`config.mk`:
```
export PLATFORM = sky130hd
export DESIGN_NAME = i_rr_arbiter_n
export DESIGN_NICKNAME = d
export VERILOG_FILES = /design/src/rtl/i_rr_arbiter_n.sv
export SDC_FILE = /design/constraint.sdc
export NUM_CORES = 1
export LEC_CHECK = 0
export CAP_MARGIN = 20
export CORE_MARGIN = 3
export CORE_UTILIZATION = 25
export CTS_BUF_LIST = sky130_fd_sc_hd__clkbuf_4 sky130_fd_sc_hd__clkbuf_8
export CTS_CLUSTER_SIZE = 8
export DETAILED_ROUTE_END_ITERATION = 10
export SYNTH_ARGS = -nofsm -noshare
export SYNTH_HDL_FRONTEND = slang
export SYNTH_SLANG_ARGS = --single-unit
```
`constraint.sdc`:
```
create_clock -name clk_i -period 2.5 [get_ports clk_i]
set_input_delay 0.5 -clock clk_i [delete_from_list [all_inputs] [get_ports clk_i]]
set_output_delay 0.5 -clock clk_i [all_outputs]
set_load 0.03 [all_outputs]
```
`src/rtl/i_rr_arbiter_n.sv`:
```
// i_rr_arbiter_n -- registered round-robin arbiter, active-low requests,
// active-low one-hot grant. grant_n_o is always all-ones or exactly one bit
// low, so the downstream one-hot-to-binary encoder never sees an illegal code.
// An owner keeps its grant until done_i; at least one idle cycle separates
// consecutive owners.
// Optional feature: define ARB_TIMEOUT_EN to build an 8-bit hold counter that
// forcibly releases a grant after HOLD_MAX cycles and pulses timeout_o.
module i_rr_arbiter_n #(
    parameter int SIZE     = 2,
    parameter int HOLD_MAX = 15
) (
    input  logic                   clk_i,
    input  logic                   rst_i,
    input  logic [(2**SIZE)-1:0]   req_n_i,
    input  logic                   done_i,
    output logic [(2**SIZE)-1:0]   grant_n_o,
    output logic                   valid_o,
    output logic                   pend_o,
    output logic                   timeout_o
);

    localparam int N = 2**SIZE;

    typedef enum logic [0:0] {
        ST_IDLE  = 1'b0,
        ST_GRANT = 1'b1
    } state_t;

    // HOLD_MAX is stored in an 8-bit counter compare, so it must fit 1..255
    if ((HOLD_MAX < 1) || (HOLD_MAX > 255)) begin : g_hold_max_range
        $error("i_rr_arbiter_n: HOLD_MAX must be in 1..255");
    end

    state_t          state_q, state_d;
    logic [N-1:0]    grant_n_q, grant_n_d;
    logic            valid_q, valid_d;
    logic            pend_q, pend_d;
    logic [SIZE-1:0] last_q, last_d;
    logic [N-1:0]    req_s;
    logic [SIZE-1:0] pick_s;

`ifdef ARB_TIMEOUT_EN
    localparam logic [7:0] HOLD_LAST = 8'(HOLD_MAX - 1);
    logic [7:0]      hold_q, hold_d;
    logic            timeout_q, timeout_d;
`endif

    // Round-robin pick: first active request scanning last+1, last+2, ... mod N.
    // The index wraps naturally in SIZE bits, so last = N-1 starts at 0.
    function automatic logic [SIZE-1:0] rr_pick(input logic [N-1:0]    req,
                                                input logic [SIZE-1:0] last);
        logic [SIZE-1:0] idx;
        logic [SIZE-1:0] pick;
        logic            found;
        pick  = last;
        found = 1'b0;
        for (int k = 1; k <= N; k++) begin
            idx = last + SIZE'(k);
            if (!found && req[idx]) begin
                pick  = idx;
                found = 1'b1;
            end else begin
                found = found;
            end
        end
        return pick;
    endfunction

    assign req_s  = ~req_n_i;
    assign pick_s = rr_pick(req_s, last_q);

    // Next-state and next-output logic for the IDLE/GRANT controller
    always_comb begin
        state_d   = state_q;
        grant_n_d = grant_n_q;
        valid_d   = valid_q;
        last_d    = last_q;
`ifdef ARB_TIMEOUT_EN
        hold_d    = hold_q;
        timeout_d = 1'b0;
`endif
        case (state_q)
            ST_IDLE: begin
                if (|req_s) begin
                    grant_n_d = ~({{(N-1){1'b0}}, 1'b1} << pick_s);
                    valid_d   = 1'b1;
                    last_d    = pick_s;
                    state_d   = ST_GRANT;
`ifdef ARB_TIMEOUT_EN
                    hold_d    = 8'd0;
`endif
                end else begin
                    state_d = ST_IDLE;
                end
            end
            ST_GRANT: begin
                // Release takes priority; new requests wait for the idle cycle
                if (done_i) begin
                    grant_n_d = {N{1'b1}};
                    valid_d   = 1'b0;
                    state_d   = ST_IDLE;
                end
`ifdef ARB_TIMEOUT_EN
                else if (hold_q == HOLD_LAST) begin
                    grant_n_d = {N{1'b1}};
                    valid_d   = 1'b0;
                    state_d   = ST_IDLE;
                    timeout_d = 1'b1;
                end else begin
                    hold_d = hold_q + 8'd1;
                end
`else
                else begin
                    state_d = ST_GRANT;
                end
`endif
            end
            default: begin
                grant_n_d = {N{1'b1}};
                valid_d   = 1'b0;
                state_d   = ST_IDLE;
            end
        endcase
        // Other requesters still waiting, relative to the grant about to be shown
        pend_d = |(req_s & grant_n_d);
    end

    // State, pointer and registered outputs
    always_ff @(posedge clk_i or posedge rst_i) begin
        if (rst_i) begin
            state_q   <= ST_IDLE;
            grant_n_q <= {N{1'b1}};
            valid_q   <= 1'b0;
            pend_q    <= 1'b0;
            last_q    <= {SIZE{1'b1}};
        end else begin
            state_q   <= state_d;
            grant_n_q <= grant_n_d;
            valid_q   <= valid_d;
            pend_q    <= pend_d;
            last_q    <= last_d;
        end
    end

`ifdef ARB_TIMEOUT_EN
    // Hold counter and one-cycle forced-release pulse
    always_ff @(posedge clk_i or posedge rst_i) begin
        if (rst_i) begin
            hold_q    <= 8'd0;
            timeout_q <= 1'b0;
        end else begin
            hold_q    <= hold_d;
            timeout_q <= timeout_d;
        end
    end

    assign timeout_o = timeout_q;
`else
    assign timeout_o = 1'b0;
`endif

    assign grant_n_o = grant_n_q;
    assign valid_o   = valid_q;
    assign pend_o    = pend_q;

endmodule

```
## Yosys cells after proc, flatten, opt, wreduce, memory -nomap -nowiden

Cells that the tools add are included.
W data, S select, Z words.

| cells by class | value |
|---|---|
| add/sub/neg operators | 3 |
| order comparisons | 4 |
| equal/unequal tests | 2 |
| shifts and indexed selects | 1 |
| muxes and demuxes | 24 |
| bitwise gates (word level) | 4 |
| reductions and logical operators | 10 |

Operator list:

| operator | number |
|---|---|
| $lt A2 B3 Y1 const B | 4 |
| $mux W1 | 11 |
| $bmux W1 S2 | 4 |
| $mux W2 | 4 |
| $mux W4 | 2 |
| $not A4 Y4 | 2 |
| $pmux W4 S2 | 1 |
| $reduce_or A4 Y1 | 2 |
| $add A2 B2 Y2 const B | 2 |
| $and A4 B4 Y4 | 1 |
| $ne A2 B2 Y1 const B | 2 |
| $pmux W1 S2 | 2 |
| $reduce_and A2 Y1 | 2 |
| $shl A1 B2 Y4 const A | 1 |
| $logic_and A1 B1 Y1 | 3 |
| $logic_not A1 Y1 | 3 |
| $add A2 B1 Y2 const B | 1 |
| $not A1 Y1 | 1 |

| word-level totals | value |
|---|---|
| bits in registers | 9 |
| input bits | 7 |
| output and inout bits | 7 |
| logic and storage cells | 53 |

## Depth between registers and ports, before layout

Gate-level depths: netlist of run 1.

| logic depth | value |
|---|---|
| depth in word-level cells | 19 |
| gate-level depth with buffers | 6 |
| gate-level depth less buffers | 5 |

## Worst setup path before layout of run 1

Ideal clock, no wire load.

| timing | value |
|---|---|
| kind | input to register |
| start point | input req_n_i[3] |
| end point | register pend_q (netlist: pend_o) |
| setup time | 0.136 ns |
| arrival | 1.306 ns |
| required time | 2.364 ns |
| path slack | 1.058 ns |
| stages | 6 |
| path buffers | 1 |
| cells stage by stage | buf_2 nand4_2 and2b_1 nand2_1 o211ai_1 o311ai_1 |

| between the ends | value |
|---|---|
| cells in the longest elaborated chain, start to end | 19 |
| elaborated cells between the ends (all ways) | 29 |
| classes of those cells | 1 x shift; 17 x mux; 3 x bitwise; 8 x reduce/logical |

Ends and longest elaborated chain:

| item | RTL line | source |
|---|---|---|
| start, declared | 14 | `input logic [(2**SIZE)-1:0] req_n_i,` |
| $not A4 Y4 * | 69 | `assign req_s = ~req_n_i;` |
| $bmux W1 S2 | 59 | `if (!found && req[idx]) begin` |
| $mux W1 (not written as such) | 59 |  |
| $mux W1 | 59 |  |
| $logic_not A1 Y1 | 59 |  |
| $logic_and A1 B1 Y1 | 59 |  |
| $mux W1 | 59 |  |
| $logic_not A1 Y1 | 59 |  |
| [... 4 more ...] | -- |  |
| $mux W2 | 59 |  |
| $shl A1 B2 Y4 | 85 | `grant_n_d = ~({{(N-1){1'b0}}, 1'b1} << pick_s);` |
| $not A4 Y4 | 85 |  |
| $mux W4 | 84 | `if (\|req_s) begin` |
| $pmux W4 S2 | 82 | `case (state_q)` |
| $and A4 B4 Y4 * | 125 | `pend_d = \|(req_s & grant_n_d);` |
| $reduce_or A4 Y1 * | 125 |  |
| via pend_d | 37 | `logic pend_q, pend_d;` |
| end signal, assigned | 140 | `pend_q <= pend_d;` |
| end, declared | 37 |  |

The timed path passes the listed nets; every way through them passes the cells marked *. The select of a mux whose other input is x is not followed.
A chain may end at the register's enable or synchronous reset.

## Worst setup path in the final report of run 1

| timing | value |
|---|---|
| start point | register grant_n_q[1] (netlist: grant_n_o[1]) |
| end point | output grant_n_o[1] |

RTL lines:

| item | RTL line | source |
|---|---|---|
| start, declared | 35 | `logic [N-1:0] grant_n_q, grant_n_d;` |
| start signal, assigned | 132 | `grant_n_q <= {N{1'b1}};` |
| start signal, assigned | 138 | `grant_n_q <= grant_n_d;` |
| end, declared | 16 | `output logic [(2**SIZE)-1:0] grant_n_o,` |

No word-level cell between the ends.

==> impl_metrics.yaml, run 1 <==
status:
  status: "finished clean"
finish:
  multiInputGateArea_um2: 287
  seq_area_um2: 233
  fin_nets: 85
  fillers: 229
  drive_gt1_share_pct: 19.5
  fin_area_um2: 737
  final_cell_mix: "clkdlybuf4s50_1 (12), inv_1 (9), nor2_1 (7)"
  area_growth_pct: 26.7
  layout.cells.most_common: "clkdlybuf4s50_1"
  layout.cells.non_filler: 104
  antenna_cells: 0
pwr:
  cellPowerDensity_mw_per_mm2: 849
  ir_drop_mv: 0.395
  clockPowerShare_pct: 20.1
  p_sw_share_pct: 38.4
  p_total_w: 0.000626
  leakage_nw: 0.309
  seqPwrFrac_pct: 41.0
  p_switching_w: 0.000240
  p_comb_share_pct: 38.8
  p_int_w: 0.000386
die:
  num_rows: 16
  die_w_um: 54.2
  ioPinCount: 14
  die_h_um: 54.2
  start_util_pct: 27.9
  core_area_mm2: 0.00208
  die-area_mm2: 0.00294
yosys:
  avgSynthCellArea_um2: 8.95
  postSynthCellCount: 65
  synth_top_cell_by_area: "dfstp_2"
  yosys-top-cells-area: "dfstp_2 (27%), dfrtp_1 (13%), inv_1 (5.8%), nor2_1 (4.5%), a21oi_1 (4.3%)"
  syn_area_um2: 582
  ys_seq_area_share_pct: 40.0
  synth_top_area_share_pct: 27.1
  synth_top_flop_cell: "dfstp_2"
  yosys_register_bits: 9
  ys_types: 31
  synth_nets: 72
  synth_edf_count: 0
  synth-async-reset-ratio_pct: 100
  yosys_warnings: 0
route:
  vias_per_cell: 5.14
  drt_iter0_markers: 7
  drc_errors: 0
  antenna_left: 0
  vias: 535
  drt_first_pass_iters: 4
  routedWlPerCell_um: 12.4
  wirelength_um: 1290
sta:
  slew_violations: 0
  fin_crit_sh_pct: 79.5
  worst_slack_ns: 0.511
  setup_viol: 0
  hold_viol_final: 0
  timing.fmax_mhz: 503
  rsz0062_at_grt: "false"
  skew_ns: 0.000594
  post-route-min-period_ns: 1.99
  setup-tns-final_ns: 0
critical_path:
  critPathLaunchType: "flip-flop"
  r2r_end: "pend_o"
  endpoint_kind: "output pin"
  slowest_stage: "clkdlybuf4s50_1"
  r2r_cells: 5
  reg2reg_slack_ns: 1.02
  cp_top_family: "buffers and inverters"
  cp_cell_sequence: "clkdlybuf4s50_1"
  r2r_start: "last_q[1]"
  worst-path-buf-inv: 1
  criticalPathCategory: "reg2out"
  cp_slowest_stage_delay_ns: 0.68
  worstPathMaxFanout: 3
  arrival_ns: 1.49
  required_ns: 2.00
clocking:
  htreeDepth: 1
  cts.sinks: 9
  clk_pin_slew_worst_paths_ns: 0.06
  cts_resized: 0
  postCtsSetupBuffers: 0
  numCtsBuffers: 3
  clk_latency_ns: 0.26
  clock_path_buffers: 2
  cts_tree: "yes"
  cts-hold-fix-buffers: 0
  root_buffer: "clkbuf_4"
global_routing:
  grt_pass1_vias: 508
  grt-ovfl-total: 0
  grt_max_degree: 11
  antenna_found_initial: 0
  grt_pass1_wl_um: 2130
  grt_use_total_pct: 10.3
placement:
  gp_congestion: 0.746
  place_ws_ns: 0.446
  dp_hpwl_um: 979
  dpl_cell_area_um2: 707
  place_inst: 100
  io_buffers: 12
worst_hold_path:
  worstHoldPathType: "in2async"
flow_run:
  drv_cap: 0
final cells by class:
class | count | share of cell area [%]
Clock buffer | 4 | 4.07
Multi-Input combinational cell | 43 | 38.9
Timing Repair Buffer | 12 | 16.3
Inverter | 9 | 4.58
Sequential cell | 9 | 31.6
Tap cell | 27 | 4.58
cell families after synthesis:
kind of cell           Yosys count  share of synthesized area (%)
DFF                              9                           40.0
muxes                            2                           3.44
AOI/OAI and AO/OA               24                           30.5
buffers and inverters           13                           10.8
other                            1                          0.645
and+or+nand+nor                 16                           14.6
through the flow:
stage	utilization, %	hold WS, ns
2_1_floorplan	-	0.324
3_3_place_gp	34.0	0.503
3_5_place_dp	34.0	0.516
4_1_cts	35.4	0.513
5_1_grt	35.4	0.510
6_report	35.4	0.496
cell usage after synthesis, types with 2 or more instances:
cell	n
inv_1	9
nor2_1	7
dfstp_2	6
a21oi_1	5
a211oi_1	3
a22oi_1	3
dfrtp_1	3
buf_2	2
mux2i_1	2
nand2b_1	2
nor3_1	2
o21ai_0	2
power groups by stage:
| stage | Clock, W | Sequential, W | Combinational, W |
|---|---|---|---|
| floorplan | 0 | 0.000265 | 0.000176 |
| global placement | 0 | 0.000258 | 0.000242 |
| detailed placement | 0 | 0.000259 | 0.000243 |
| CTS | 0.000129 | 0.000256 | 0.000244 |
| global route | 0.000141 | 0.000263 | 0.000267 |
| finish | 0.000126 | 0.000257 | 0.000243 |
worst max-delay path by stage:
stage	from	slack [ns]	to	cells past startpoint
final	grant_n_o[1]	0.51	grant_n_o[1]	1
after CTS	grant_n_o[1]	0.50	grant_n_o[1]	1
after floorplan	req_n_i[3]	1.06	pend_o	6
after detailed placement	req_n_i[3]	0.45	pend_o	6
after global routing	grant_n_o[1]	0.47	grant_n_o[1]	1
after global placement	req_n_i[3]	0.45	pend_o	6
registers in the layout (all words and copies together), names as in the netlist:
register,cells
pend_o,1
grant_n_o,4
last_q,2
state_q,1
valid_o,1
routing by layer:
| layer | track usage [%] | vias to the layer above | part of all wire, % |
|---|---|---|---|
| met4 | 4.98 | 0 | 1.7 |
| li1 | - | 252 | - |
| met1 | 11.0 | 253 | 45 |
| met5 | 0 | - | 0 |
| met2 | 16.5 | 25 | 44 |
| met3 | 5.45 | 5 | 8.9 |
Note: power is estimated with default switching activity, not from simulation.
==> run 2, diff against run 1 <==
Clock period 2.5 ns to 1.7 ns, I/O delays scaled along.
==> impl_metrics.yaml, run 2 (synthesis gave the netlist of run 1 again) <==
status:
  status: "finished clean"
die:
  start_util_pct: 27.9
  core_area_mm2: 0.00208
  die-area_mm2: 0.00294
  ioPinCount: 14
  die_w_um: 54.2
  num_rows: 16
  die_h_um: 54.2
placement:
  place_inst: 116
  dpl_cell_area_um2: 827
  gp_congestion: 0.839
  dp_hpwl_um: 1020
  io_buffers: 12
critical_path:
  cp_cell_sequence: "clkdlybuf4s50_1"
  cp_slowest_stage_delay_ns: 0.67
  reg2reg_slack_ns: 0.20
  r2r_end: "pend_o"
  endpoint_kind: "output pin"
  cp_top_family: "buffers and inverters"
  slowest_stage: "clkdlybuf4s50_1"
  worstPathMaxFanout: 2
  required_ns: 1.36
  criticalPathCategory: "reg2out"
  arrival_ns: 1.29
  r2r_cells: 5
  worst-path-buf-inv: 1
  r2r_start: "last_q[0]"
  critPathLaunchType: "flip-flop"
clocking:
  clk_latency_ns: 0.27
  root_buffer: "clkbuf_4"
  numCtsBuffers: 3
  cts.sinks: 9
  clock_path_buffers: 2
  htreeDepth: 1
  cts-hold-fix-buffers: 0
  clk_pin_slew_worst_paths_ns: 0.07
  cts_tree: "yes"
global_routing:
  gr-max-usage-layer: "met2"
  grt_max_degree: 11
  use_met2_pct: 17.1
  use_met1_pct: 13.2
  grt_use_total_pct: 10.8
  grt_pass1_vias: 522
  grt_pass1_wl_um: 2250
  use_met3_pct: 4.36
  grt-ovfl-total: 0
  antenna_found_initial: 0
sta:
  setup_viol: 0
  setup-tns-final_ns: 0
  skew_ns: 0.00996
  fin_crit_sh_pct: 96.1
  post-route-min-period_ns: 1.63
  slew_violations: 0
  rsz0062_at_grt: "false"
  hold_viol_final: 0
  timing.fmax_mhz: 612
finish:
  fin_nets: 101
  final_cell_mix: "buf_4 (16), inv_1 (9), nor2_1 (7)"
  area_growth_pct: 46.9
  fin_area_um2: 855
  layout.cells.non_filler: 120
  layout.cells.most_common: "buf_4"
  antenna_cells: 0
  largest_reg_flops: 4
  fillers: 220
  final_core_util_pct: 41.0
  drive_gt1_share_pct: 33.3
pwr:
  ir_drop_mv: 0.616
  p_total_w: 0.000970
  leakage_nw: 0.398
  cellPowerDensity_mw_per_mm2: 1140
route:
  vias_per_cell: 4.74
  vias: 569
  drc_errors: 0
  antenna_left: 0
  drt_iter0_markers: 3
  wirelength_um: 1310
  drt_first_pass_iters: 3
  routedWlPerCell_um: 10.9
flow_run:
  drv_cap: 0
worst_hold_path:
  worstHoldPathType: "in2async"
[run 2: changes by cell type in the layout (fill, tap and decap cells not counted)]
cell / delta
dlygate4sd2_1: +4
clkdlybuf4s50_1: -6
clkinv_2: +1
buf_4: +16
clkbuf_4: -1
dlymetal6s2s_1: +2
[run 2: layer usage]
| layer | wire (um) | up-vias |
|---|---|---|
| li1 | - | 289 |
| met1 | 580 | 261 |
| met2 | 622 | 14 |
| met3 | 91 | 5 |
| met4 | 19 | 0 |
| met5 | 0 | - |
[run 2: area by class of cell]
type | instances | area, um2 | share of cell area, %
sequential | 9 | 233 | 27.2
clock inverter | 1 | 5.00 | 0.586
inverter | 9 | 33.8 | 3.95
clock buffer | 3 | 22.5 | 2.64
timing repair buffer | 28 | 240 | 28.1
multi-input combinational | 43 | 287 | 33.5
tap | 27 | 33.8 | 3.95
[run 2: power by group]
part | switching [W] | leakage, nW | internal (W)
clock | 0.0000808 | 0.0177 | 0.0000869
sequential | 0.0000780 | 0.0957 | 0.000298
combinational | 0.000208 | 0.285 | 0.000219
total | 0.000366 | 0.398 | 0.000604
[run 2: how the worst max path moves through the flow]
stage,startpoint,endpoint,slack [ns],cells past startpoint
floorplan,last_q[1],pend_o,0.34,6
global placement,req_n_i[3],pend_o,-0.19,6
detailed placement,req_n_i[3],pend_o,-0.21,6
CTS,valid_o,valid_o,0.04,1
global route,req_n_i[0],pend_o,0.01,6
finish,valid_o,valid_o,0.07,1
[run 2: what timing repair did]
item	in CTS	in global routing
buffers inserted	0	0
endpoints found under the setup margin	4	1
hold endpoints to repair	0	0
gates resized for setup	4	2
[run 2: metrics by stage]
step                      setup slack [ns]  hold slack, ns
after floorplan                      0.343           0.164
after global placement              -0.193           0.513
after detailed placement            -0.210           0.501
after CTS                           0.0428           0.336
after global routing               0.00956           0.348
final                               0.0656           0.329
